[src/rtl/pe_column_ctrl.sv]
// pe_column_ctrl
//   Sequencer for one column of N_PE processing elements. Routes a single
//   valid/ready byte stream into the PE filter/ifmap scratchpads with one-hot
//   load strobes, issues staggered start_conv pulses (one PE per cycle, top PE
//   first), captures the bottom PE psum into an output valid/ready register,
//   and repeats for cfg_num_out_i sliding ifmap windows.
//
// Ports
//   clk_i, rstn_i        clock, asynchronous active-low reset
//   cfg_go_i             job start, sampled only while idle
//   cfg_num_out_i        windows per job (0 is treated as 1)
//   in_data_i/valid/rdy  filter/ifmap byte stream
//   pe_data_o            byte broadcast to all PEs (in_data_i on accepted bytes)
//   filt_load_o          one-hot filter scratchpad load strobes
//   ifmap_load_o         one-hot ifmap scratchpad load strobes
//   start_conv_o         one-hot start_conv strobes
//   psum_i/psum_valid_i  result of the bottom PE
//   out_data_o/valid/rdy column result register
//   busy_o               high whenever a job is in progress
//   done_o               pulses in the cycle the last result is accepted
//
// Optional build macro PE_CTRL_PERF_EN adds stall_cnt_o (cycles in OUT with
// out_ready_i low) and job_cyc_o (busy cycles of the current/last job). Both
// saturate at 16'hFFFF and clear when a job is accepted.
//
// state  | meaning
// -------+-----------------------------------------------------------------
// IDLE   | waiting for cfg_go_i
// LOAD_F | streaming 3 filter taps into each PE, PE0 first
// LOAD_I | streaming ifmap: 3 taps per PE (first window) or 1 per PE (slide)
// RUN    | one start_conv pulse per cycle, PE0 .. PE(N_PE-1)
// WAIT   | waiting for the bottom PE psum
// OUT    | holding the result until the consumer accepts it

module pe_column_ctrl #(
    parameter int N_PE   = 3,
    parameter int NOUT_W = 8
) (
    input  logic              clk_i,
    input  logic              rstn_i,
    input  logic              cfg_go_i,
    input  logic [NOUT_W-1:0] cfg_num_out_i,
    input  logic [7:0]        in_data_i,
    input  logic              in_valid_i,
    output logic              in_ready_o,
    output logic [7:0]        pe_data_o,
    output logic [N_PE-1:0]   filt_load_o,
    output logic [N_PE-1:0]   ifmap_load_o,
    output logic [N_PE-1:0]   start_conv_o,
    input  logic [9:0]        psum_i,
    input  logic              psum_valid_i,
    output logic [9:0]        out_data_o,
    output logic              out_valid_o,
    input  logic              out_ready_i,
    output logic              busy_o,
    output logic              done_o
`ifdef PE_CTRL_PERF_EN
    ,
    output logic [15:0]       stall_cnt_o,
    output logic [15:0]       job_cyc_o
`endif
);

    localparam int PE_W = (N_PE > 1) ? $clog2(N_PE) : 1;
    localparam logic [PE_W-1:0] PE_LAST = PE_W'(N_PE - 1);

    typedef enum logic [2:0] {
        S_IDLE,
        S_LOAD_F,
        S_LOAD_I,
        S_RUN,
        S_WAIT,
        S_OUT
    } state_t;

    state_t            state_q, state_d;
    logic [PE_W-1:0]   pe_q, pe_d;          // PE currently being loaded
    logic [1:0]        tap_q, tap_d;        // tap within that PE
    logic              slide_q, slide_d;    // 1: ifmap load is a 1-byte-per-PE slide
    logic [PE_W-1:0]   run_q, run_d;        // PE receiving start_conv this cycle
    logic [NOUT_W-1:0] out_rem_q, out_rem_d; // results still owed, counts down to 1
    logic [9:0]        out_data_q, out_data_d;
    logic              out_valid_q, out_valid_d;

    logic              accept;
    logic              go_acc;
    logic              xfer;
    logic [N_PE-1:0]   pe_sel;
    logic [N_PE-1:0]   run_sel;

    assign in_ready_o = (state_q == S_LOAD_F) || (state_q == S_LOAD_I);
    assign accept     = in_ready_o && in_valid_i;
    assign go_acc     = (state_q == S_IDLE) && cfg_go_i;
    assign xfer       = (state_q == S_OUT) && out_valid_q && out_ready_i;

    always_comb begin
        pe_sel  = '0;
        run_sel = '0;
        for (int i = 0; i < N_PE; i++) begin
            pe_sel[i]  = (pe_q == PE_W'(i));
            run_sel[i] = (run_q == PE_W'(i));
        end
    end

    assign pe_data_o    = accept ? in_data_i : 8'd0;
    assign filt_load_o  = (accept && state_q == S_LOAD_F) ? pe_sel : '0;
    assign ifmap_load_o = (accept && state_q == S_LOAD_I) ? pe_sel : '0;
    assign start_conv_o = (state_q == S_RUN) ? run_sel : '0;
    assign out_data_o   = out_data_q;
    assign out_valid_o  = out_valid_q;
    assign busy_o       = (state_q != S_IDLE);
    assign done_o       = xfer && (out_rem_q == NOUT_W'(1));

    always_comb begin
        state_d     = state_q;
        pe_d        = pe_q;
        tap_d       = tap_q;
        slide_d     = slide_q;
        run_d       = run_q;
        out_rem_d   = out_rem_q;
        out_data_d  = out_data_q;
        out_valid_d = out_valid_q;

        case (state_q)
            S_IDLE: begin
                if (cfg_go_i) begin
                    out_rem_d = (cfg_num_out_i == '0) ? NOUT_W'(1) : cfg_num_out_i;
                    pe_d      = '0;
                    tap_d     = 2'd0;
                    slide_d   = 1'b0;
                    state_d   = S_LOAD_F;
                end
            end
            S_LOAD_F: begin
                if (accept) begin
                    if (tap_q == 2'd2) begin
                        tap_d = 2'd0;
                        if (pe_q == PE_LAST) begin
                            pe_d    = '0;
                            state_d = S_LOAD_I;
                        end else begin
                            pe_d = pe_q + PE_W'(1);
                        end
                    end else begin
                        tap_d = tap_q + 2'd1;
                    end
                end
            end
            S_LOAD_I: begin
                if (accept) begin
                    // A slide pushes a single new tap per PE; the first window fills all three.
                    if (slide_q || tap_q == 2'd2) begin
                        tap_d = 2'd0;
                        if (pe_q == PE_LAST) begin
                            pe_d    = '0;
                            run_d   = '0;
                            state_d = S_RUN;
                        end else begin
                            pe_d = pe_q + PE_W'(1);
                        end
                    end else begin
                        tap_d = tap_q + 2'd1;
                    end
                end
            end
            S_RUN: begin
                if (run_q == PE_LAST) begin
                    run_d   = '0;
                    state_d = S_WAIT;
                end else begin
                    run_d = run_q + PE_W'(1);
                end
            end
            S_WAIT: begin
                if (psum_valid_i) begin
                    out_data_d  = psum_i;
                    out_valid_d = 1'b1;
                    state_d     = S_OUT;
                end
            end
            S_OUT: begin
                if (xfer) begin
                    out_valid_d = 1'b0;
                    if (out_rem_q == NOUT_W'(1)) begin
                        out_rem_d = '0;
                        state_d   = S_IDLE;
                    end else begin
                        out_rem_d = out_rem_q - NOUT_W'(1);
                        slide_d   = 1'b1;
                        pe_d      = '0;
                        tap_d     = 2'd0;
                        state_d   = S_LOAD_I;
                    end
                end
            end
            default: state_d = S_IDLE;
        endcase
    end

    always_ff @(posedge clk_i or negedge rstn_i) begin
        if (!rstn_i) begin
            state_q     <= S_IDLE;
            pe_q        <= '0;
            tap_q       <= 2'd0;
            slide_q     <= 1'b0;
            run_q       <= '0;
            out_rem_q   <= '0;
            out_data_q  <= 10'd0;
            out_valid_q <= 1'b0;
        end else begin
            state_q     <= state_d;
            pe_q        <= pe_d;
            tap_q       <= tap_d;
            slide_q     <= slide_d;
            run_q       <= run_d;
            out_rem_q   <= out_rem_d;
            out_data_q  <= out_data_d;
            out_valid_q <= out_valid_d;
        end
    end

`ifdef PE_CTRL_PERF_EN
    logic [15:0] stall_cnt_q, stall_cnt_d;
    logic [15:0] job_cyc_q, job_cyc_d;

    always_comb begin
        stall_cnt_d = stall_cnt_q;
        job_cyc_d   = job_cyc_q;
        if (go_acc) begin
            stall_cnt_d = 16'd0;
            job_cyc_d   = 16'd0;
        end else begin
            if (state_q == S_OUT && !out_ready_i && stall_cnt_q != 16'hFFFF) begin
                stall_cnt_d = stall_cnt_q + 16'd1;
            end
            if (busy_o && job_cyc_q != 16'hFFFF) begin
                job_cyc_d = job_cyc_q + 16'd1;
            end
        end
    end

    always_ff @(posedge clk_i or negedge rstn_i) begin
        if (!rstn_i) begin
            stall_cnt_q <= 16'd0;
            job_cyc_q   <= 16'd0;
        end else begin
            stall_cnt_q <= stall_cnt_d;
            job_cyc_q   <= job_cyc_d;
        end
    end

    assign stall_cnt_o = stall_cnt_q;
    assign job_cyc_o   = job_cyc_q;
`endif

endmodule
[config.mk]
export PLATFORM = sky130hd
export DESIGN_NAME = pe_column_ctrl
export DESIGN_NICKNAME = d
export VERILOG_FILES = /design/src/rtl/pe_column_ctrl.sv
export SDC_FILE = /design/constraint.sdc
export NUM_CORES = 1
export LEC_CHECK = 0
export ABC_AREA = 1
export CORE_UTILIZATION = 46
export DETAILED_ROUTE_END_ITERATION = 8
export GPL_ROUTABILITY_DRIVEN = 0
export GPL_TIMING_DRIVEN = 0
export PLACE_DENSITY_LB_ADDON = 0.15
export SYNTH_ARGS = -nofsm -noshare
export SYNTH_HDL_FRONTEND = slang
export SYNTH_SLANG_ARGS = --single-unit
[constraint.sdc]
create_clock -name clk_i -period 1.8 [get_ports clk_i]
set_input_delay 0.45 -clock clk_i [delete_from_list [all_inputs] [get_ports clk_i]]
set_output_delay 0.45 -clock clk_i [all_outputs]
set_load 0.02 [all_outputs]
# Word level (Yosys, flattened, before mapping)
# Cells that the tools add are included.
# word_totals
regBits	29
latchBits	0
ram_bits	0
romBits	0
input_bits	32
out_inout_bits	31
wordCells	106
mem_count	0
# classes
add_sub_neg	4
mul	0
n_div	0
order_cmp	0
n_eq_ne	22
shift	0
muxes	47
bitwise_logic	0
reduce_logical	25
# ops
operator	count
two-way mux 8 bit	5
two-way mux 3 bit	13
two-way mux 2 bit	17
inequality test 2 bit (second input constant)	9
case mux 3 bit (6 select lines)	1
case mux 2 bit (4 select lines)	2
case mux 8 bit (2 select lines)	1
AND reduction 10 bit	1
== test 8 x 1 -> 1 bit (second input constant)	1
zero test 8 bit	1
AND reduction 4 bit	2
AND reduction 8 bit	1
subtractor 8 x 1 -> 8 bit (second input constant)	1
adder 2 x 1 -> 2 bit (second input constant)	3
== test 2 bit (second input constant)	3
== test 3 x 2 -> 1 bit (second input constant)	2
== test 3 bit (second input constant)	2
logical AND 1 bit	6
AND reduction 3 bit	2
AND reduction 6 bit	1
nonzero test 2 bit	3
two-way mux 1 bit	5
== test 2 x 1 -> 1 bit (second input constant)	2
zero test 2 bit	2
9 further kinds	12

# Depth between registers and ports, before layout
# depth
depth_word	5
ltp_mapped	11
depth_no_buf	10

# Least setup slack after synthesis
# OpenSTA, ideal clock, no wires.
# synth_timing
path_kind	reg-to-output
start	reg state_q[1]
end	out done_o
arrival_time_ns	1.524
required_time_ns	1.350
slack_ns	-0.174
path_stages_with_launch	6
n_path_buf	2
path_cell_list	dfrtp_1 -> buf_6 -> inv_4 -> nand3_4 -> buf_2 -> nor4_1
# synth_between
elab_chain_cells	4
# synth_rtl
element	line	source
start: declaration	76	state_t state_q, state_d;
start signal: assignment	211	state_q <= state_d;
== test 3 bit	94	assign xfer = (state_q == S_OUT) && out_valid_q && out_ready_i;
logical AND 1 bit (2 in a row)	94	
logical AND 1 bit	112	assign done_o = xfer && (out_rem_q == NOUT_W'(1));
end: declaration	56	output logic done_o
# No other way between the ends.

# Final worst setup path
# layout_timing
start	reg state_q[1]
end	out pe_data_o[1]
# layout_between
elab_chain_cells	4
word_cells_on_any_way	5
classes_between	eq/ne (2); mux (1); reduce/logical (2)
# layout_rtl
element	line	source
== test 3 x 1 -> 1 bit or == test 3 x 2 -> 1 bit (tied branches)	91	assign in_ready_o = (state_q == S_LOAD_F) || (state_q == S_LOAD_I);
logical OR 1 bit (*)	91	
logical AND 1 bit (*)	92	assign accept = in_ready_o && in_valid_i;
two-way mux 8 bit (*)	105	assign pe_data_o = accept ? in_data_i : 8'd0;
end: declaration	46	output logic [7:0] pe_data_o,
# Every way passes the cells marked *; elsewhere a longest branch is shown, timed or not.

==> results.md <==
| Group | Parameter | This run |
|---|---|---|
| synthesis | Xor/xnor cell area share of the yosys netlist | 0.852% |
| setup path | Reg2Reg Depth | 11 |
| global routing | First-pass GRT wire length | 8.34 mm |
| power | Total internal power | 0.00300 W |
| final layout | Register cell area after layout | 726 um^2 |
| clocking | Root Driver | clkbuf_8 |
| floorplan | Boundary Pins | 63 |
| clocking | Number of clock sinks seen by CTS | 29 |
| power | Ratio of total power to cell area | 1730 nW/um^2 |
| floorplan | Core Box Area | 4140 um^2 |
| detailed routing | DRC violations left | 0 |
| timing | Unrepaired setup endpoints after global routing | yes |
| setup path | Critical Path Start Type | flip-flop |
| final layout | Layout overhead on the synthesized area | 59.2% |
| worst hold path | Class of the worst hold path | in -> async |
| final layout | Total area of multi-input combinational cells | 1320 um^2 |
| final layout | Total non-filler cell area in the finished layout | 3270 um^2 |
| timing | Period utilisation layout | 108% |
| clocking | Clock tree buffer depth | 2 |
| power | Sequential power share | 21.2% |
| synthesis | Post-Synth Adder-Cell Area | 3.04% |
| final layout | Final Instance Count excl. Fillers | 422 |
| setup path | Biggest cell delay along the critical path | 0.39 ns |
| placed design | Number of buffer cells added on primary ports | 62 |
| final layout | Proportion of layout cells with a drive suffix above 1 | 36.0% |
| timing | Fin crit period | 1.95 ns |
| synthesis | Mapped cell area | 2060 um^2 |
| synthesis | Area share of the largest cell type after synthesis | 35.3% |
| clocking | Cts-stage hold buffer count | 0 |
| synthesis | Count of distinct cell types in the synthesized netlist | 33 |
| power | Worst IR Drop VDD | 1080 uV |
| detailed routing | Vias/cell | 5.15 |
| placed design | Placement-stage worst setup slack | -0.660 ns |
| setup path | Most common cell type on the critical path | nor2_4 |
| clocking | Number of CTS-inserted buffers | 5 |
| global routing | Vias in the first global route | 2004 |
| detailed routing | Average wire per cell in the routed design | 13.9 um |
| status | Outcome | complete, but fails checks |
| global routing | Total track usage | 24.0% |
| power | Portion of total power attributed to combinational logic | 65.8% |
| job | Max_cap viols | 0 |
| global routing | Antenna violations before repair | 0 |
| placed design | Post-placement cell count | 389 |
| timing | Fin Clk Skew | 0.00654 ns |
| setup path | Worst EP arrival | 1.50 ns |
| synthesis | Cells after Synth | 277 |
| clocking | Count of H-tree levels built during CTS | 2 |
| global routing | Maximum number of pins on one net before global-route repair | 30 |
| synthesis | Compound-Gate Fraction of Synth Area | 5.78% |
| final layout | Inserted Diodes | 0 |
| synthesis | Cell with the most instances after synthesis | nand2_1 |
| power | Switching portion of total power | 46.8% |
| timing | Count of final max-slew check failures | 0 |
| setup path | Slowest CP cell | dfrtp_1 |
| timing | Least-Margin Pin Slew | 0.666 ns |
| power | Part of the total power dissipated in the clock network | 13.0% |
| detailed routing | Number of optimization iterations in the first detailed-route pass | 4 |
| synthesis | Synthesis warning total | 0 |
| synthesis | Mean area per synthesized cell | 7.42 um^2 |
| clocking | Clock latency on the worst-skew pair | 0.29 ns |
| floorplan | Die boundary height | 68.9 um |
| synthesis | Synth top area cells | dfrtp_1, nand2_1, nor2_1 |
| timing | Final Hold Fails | 0 |
| synthesis | Most used flip-flop cell after synthesis | dfrtp_1 |
| setup path | Cell-by-cell listing of the critical path | buf_8 > nor2_4 > nand2_2 > nand2_4 > nand2_8 > nor2_4 > buf_6 |
| final layout | Fin nets | 408 |
| setup path | Startpoint-to-endpoint class of the critical path | reg -> out |
| floorplan | Std cell rows | 23 |
| synthesis | Net count after synthesis | 314 |
| synthesis | Library cell occupying the most area in the post-synthesis netlist | dfrtp_1 |
| setup path | Worst endpoint required time | 1.35 ns |
| timing | Post-layout worst setup margin | -0.152 ns |
| synthesis | Proportion of register bits with asynchronous set or reset after synthesis | 100% |
| placed design | Estimated wirelength of the detail-placed design | 3.58 mm |
| timing | Worst max-slew margin expressed relative to the limit | 55.6% |
| synthesis | Count of flip-flops with a built-in enable after synthesis | 0 |
| detailed routing | Wirelength, routed | 5.86 mm |
| synthesis | Fraction of the yosys area taken by sequential cells | 35.3% |
| setup path | Type of destination of the critical path | output pin |
| timing | Final setup violating endpoints | 17 |
| synthesis | Multiplexer fraction of the synthesized cell area | 5.48% |
| global routing | Total gr overflow | 0 |
| synthesis | Fraction of the mapped netlist area in simple logic gates | 39.1% |
| clocking | Clock transition time at the flip-flop clock pins of the worst setup and hold paths | 0.07 ns |
| detailed routing | Vias | 2172 |
| final layout | Filler cell count | 266 |
| floorplan | Width of the die | 68.9 um |
| setup path | CP Max Fanout | 8 |
| power | LEAKAGE | 1.62 nW |
| floorplan | Effective utilization at floorplan | 49.6% |
| synthesis | Most used standard cells in the synthesized netlist | nand2_1, nor2_1, inv_1 |
| power | Power spent charging and discharging nets | 0.00264 W |
| status | Violations in the final reports | setup timing |
| detailed routing | Violation count after the first detailed-routing iteration | 100 |
| timing | Highest clock frequency the design can meet | 512 MHz |
| floorplan | Area of the die | 4740 um^2 |
| placed design | Cell area after placement | 2760 um^2 |
| detailed routing | Routed Antenna Nets | 0 |
| clocking | TritonCTS clock tree | yes |
| timing | TNS Setup | -1.57 ns |
| synthesis | Main combinational cell family by area after synthesis | simple AND/OR/NAND/NOR gates |
| synthesis | Seq cells post-synth | 29 |
-- power by group through the flow --
| stage | Clock (W) | Sequential [W] | Combinational (W) |
|---|---|---|---|
| 6_report | 0.000733 | 0.00120 | 0.00371 |
| 3_5_place_dp | 0 | 0.00119 | 0.00286 |
| 2_1_floorplan | 0 | 0.00130 | 0.00187 |
| 5_1_grt | 0.000758 | 0.00124 | 0.00401 |
| 3_3_place_gp | 0 | 0.00117 | 0.00280 |
| 4_1_cts | 0.000741 | 0.00118 | 0.00330 |
-- placed cells by master, fill, tap and decap left out, types with 4 or more instances in the layout --
cell             Yosys  final
mux2_2              10     10
inv_1               33     26
nand2_4              1      5
nand3_2              4      4
buf_4                1     27
nand2_2              5      8
o21ai_0             10     10
nor2_4               4     18
buf_6                5     22
nand2_1             87     79
nand4_1              5      5
nand3_1             13     13
clkbuf_8             0      6
dfrtp_1             29     29
nor2_1              36     18
inv_2                1      7
nor2_2               5      9
clkdlybuf4s50_1      0     40
ha_1                 5      4
-- final cells by class --
class	instances	share of cell area [%]
Sequential cell	29	22.2
Buffer	5	1.83
Clock inverter	2	1.15
Tap cell	50	1.91
Inverter	37	4.78
Clock buffer	6	2.52
Timing Repair Buffer	89	25.3
Multi-Input combinational cell	204	40.3
-- layer usage --
| layer | wire length, um | up-vias | GRT usage [%] |
|---|---|---|---|
| met2 | 3150 | 88 | 43.4 |
| li1 | - | 1057 | - |
| met5 | 0 | - | 0 |
| met3 | 342 | 17 | 5.76 |
| met4 | 147 | 0 | 11.7 |
| met1 | 2210 | 1010 | 26.0 |
-- stage by stage --
step	power, W	hold WS [ns]	utilization (%)
2_1_floorplan	0.00317	0.154	-
5_1_grt	0.00600	0.244	79.0
6_report	0.00565	0.185	79.0
3_5_place_dp	0.00405	0.482	66.5
4_1_cts	0.00522	0.499	74.5
3_3_place_gp	0.00397	0.480	66.5
-- path summary, 6_finish.rpt --
check	from	endpoint	slack, ns
setup / recovery	state_q[1]$_DFFE_PN0P_	pe_data_o[1]	-0.15
hold / removal	rstn_i	out_data_o[6]$_DFFE_PN0P_	0.19
setup reg to reg	state_q[2]$_DFFE_PN0P_	pe_q[0]$_DFFE_PN0P_	0.10
hold reg to reg	pe_q[1]$_DFFE_PN0P_	pe_q[1]$_DFFE_PN0P_	0.50
max in group asynchronous	rstn_i	tap_q[1]$_DFFE_PN0P_	1.18
min in group clk_i	pe_q[1]$_DFFE_PN0P_	pe_q[1]$_DFFE_PN0P_	0.50
-- cells by family after synthesis --
logic type,count (synthesis)
compound gates,20
xor+xnor,2
fa+ha+maj,5
buf+inv,44
flops,29
mux,10
simple gates,167
-- state kept, by name, indices dropped and copies added, names as in the netlist --
name / flops
run_q: 2
out_rem_q: 8
tap_q: 2
state_q: 3
slide_q: 1
out_valid_o: 1
out_data_o: 10
pe_q: 2
-- what timing repair did --
action / CTS / global route
endpoints found under the setup margin: 20 / 20
pin swaps: 16 / 12
resized for setup: 141 / 38
buffers inserted: 17 / 10
-- worst max-delay path: cells and delay by family, from the launching register on --
family	cells	cell delay, ns
flip-flops	1	0.39
AND/OR/NAND/NOR	5	0.56
buffers and inverters	2	0.27
Note: power is estimated with default switching activity, not from simulation.
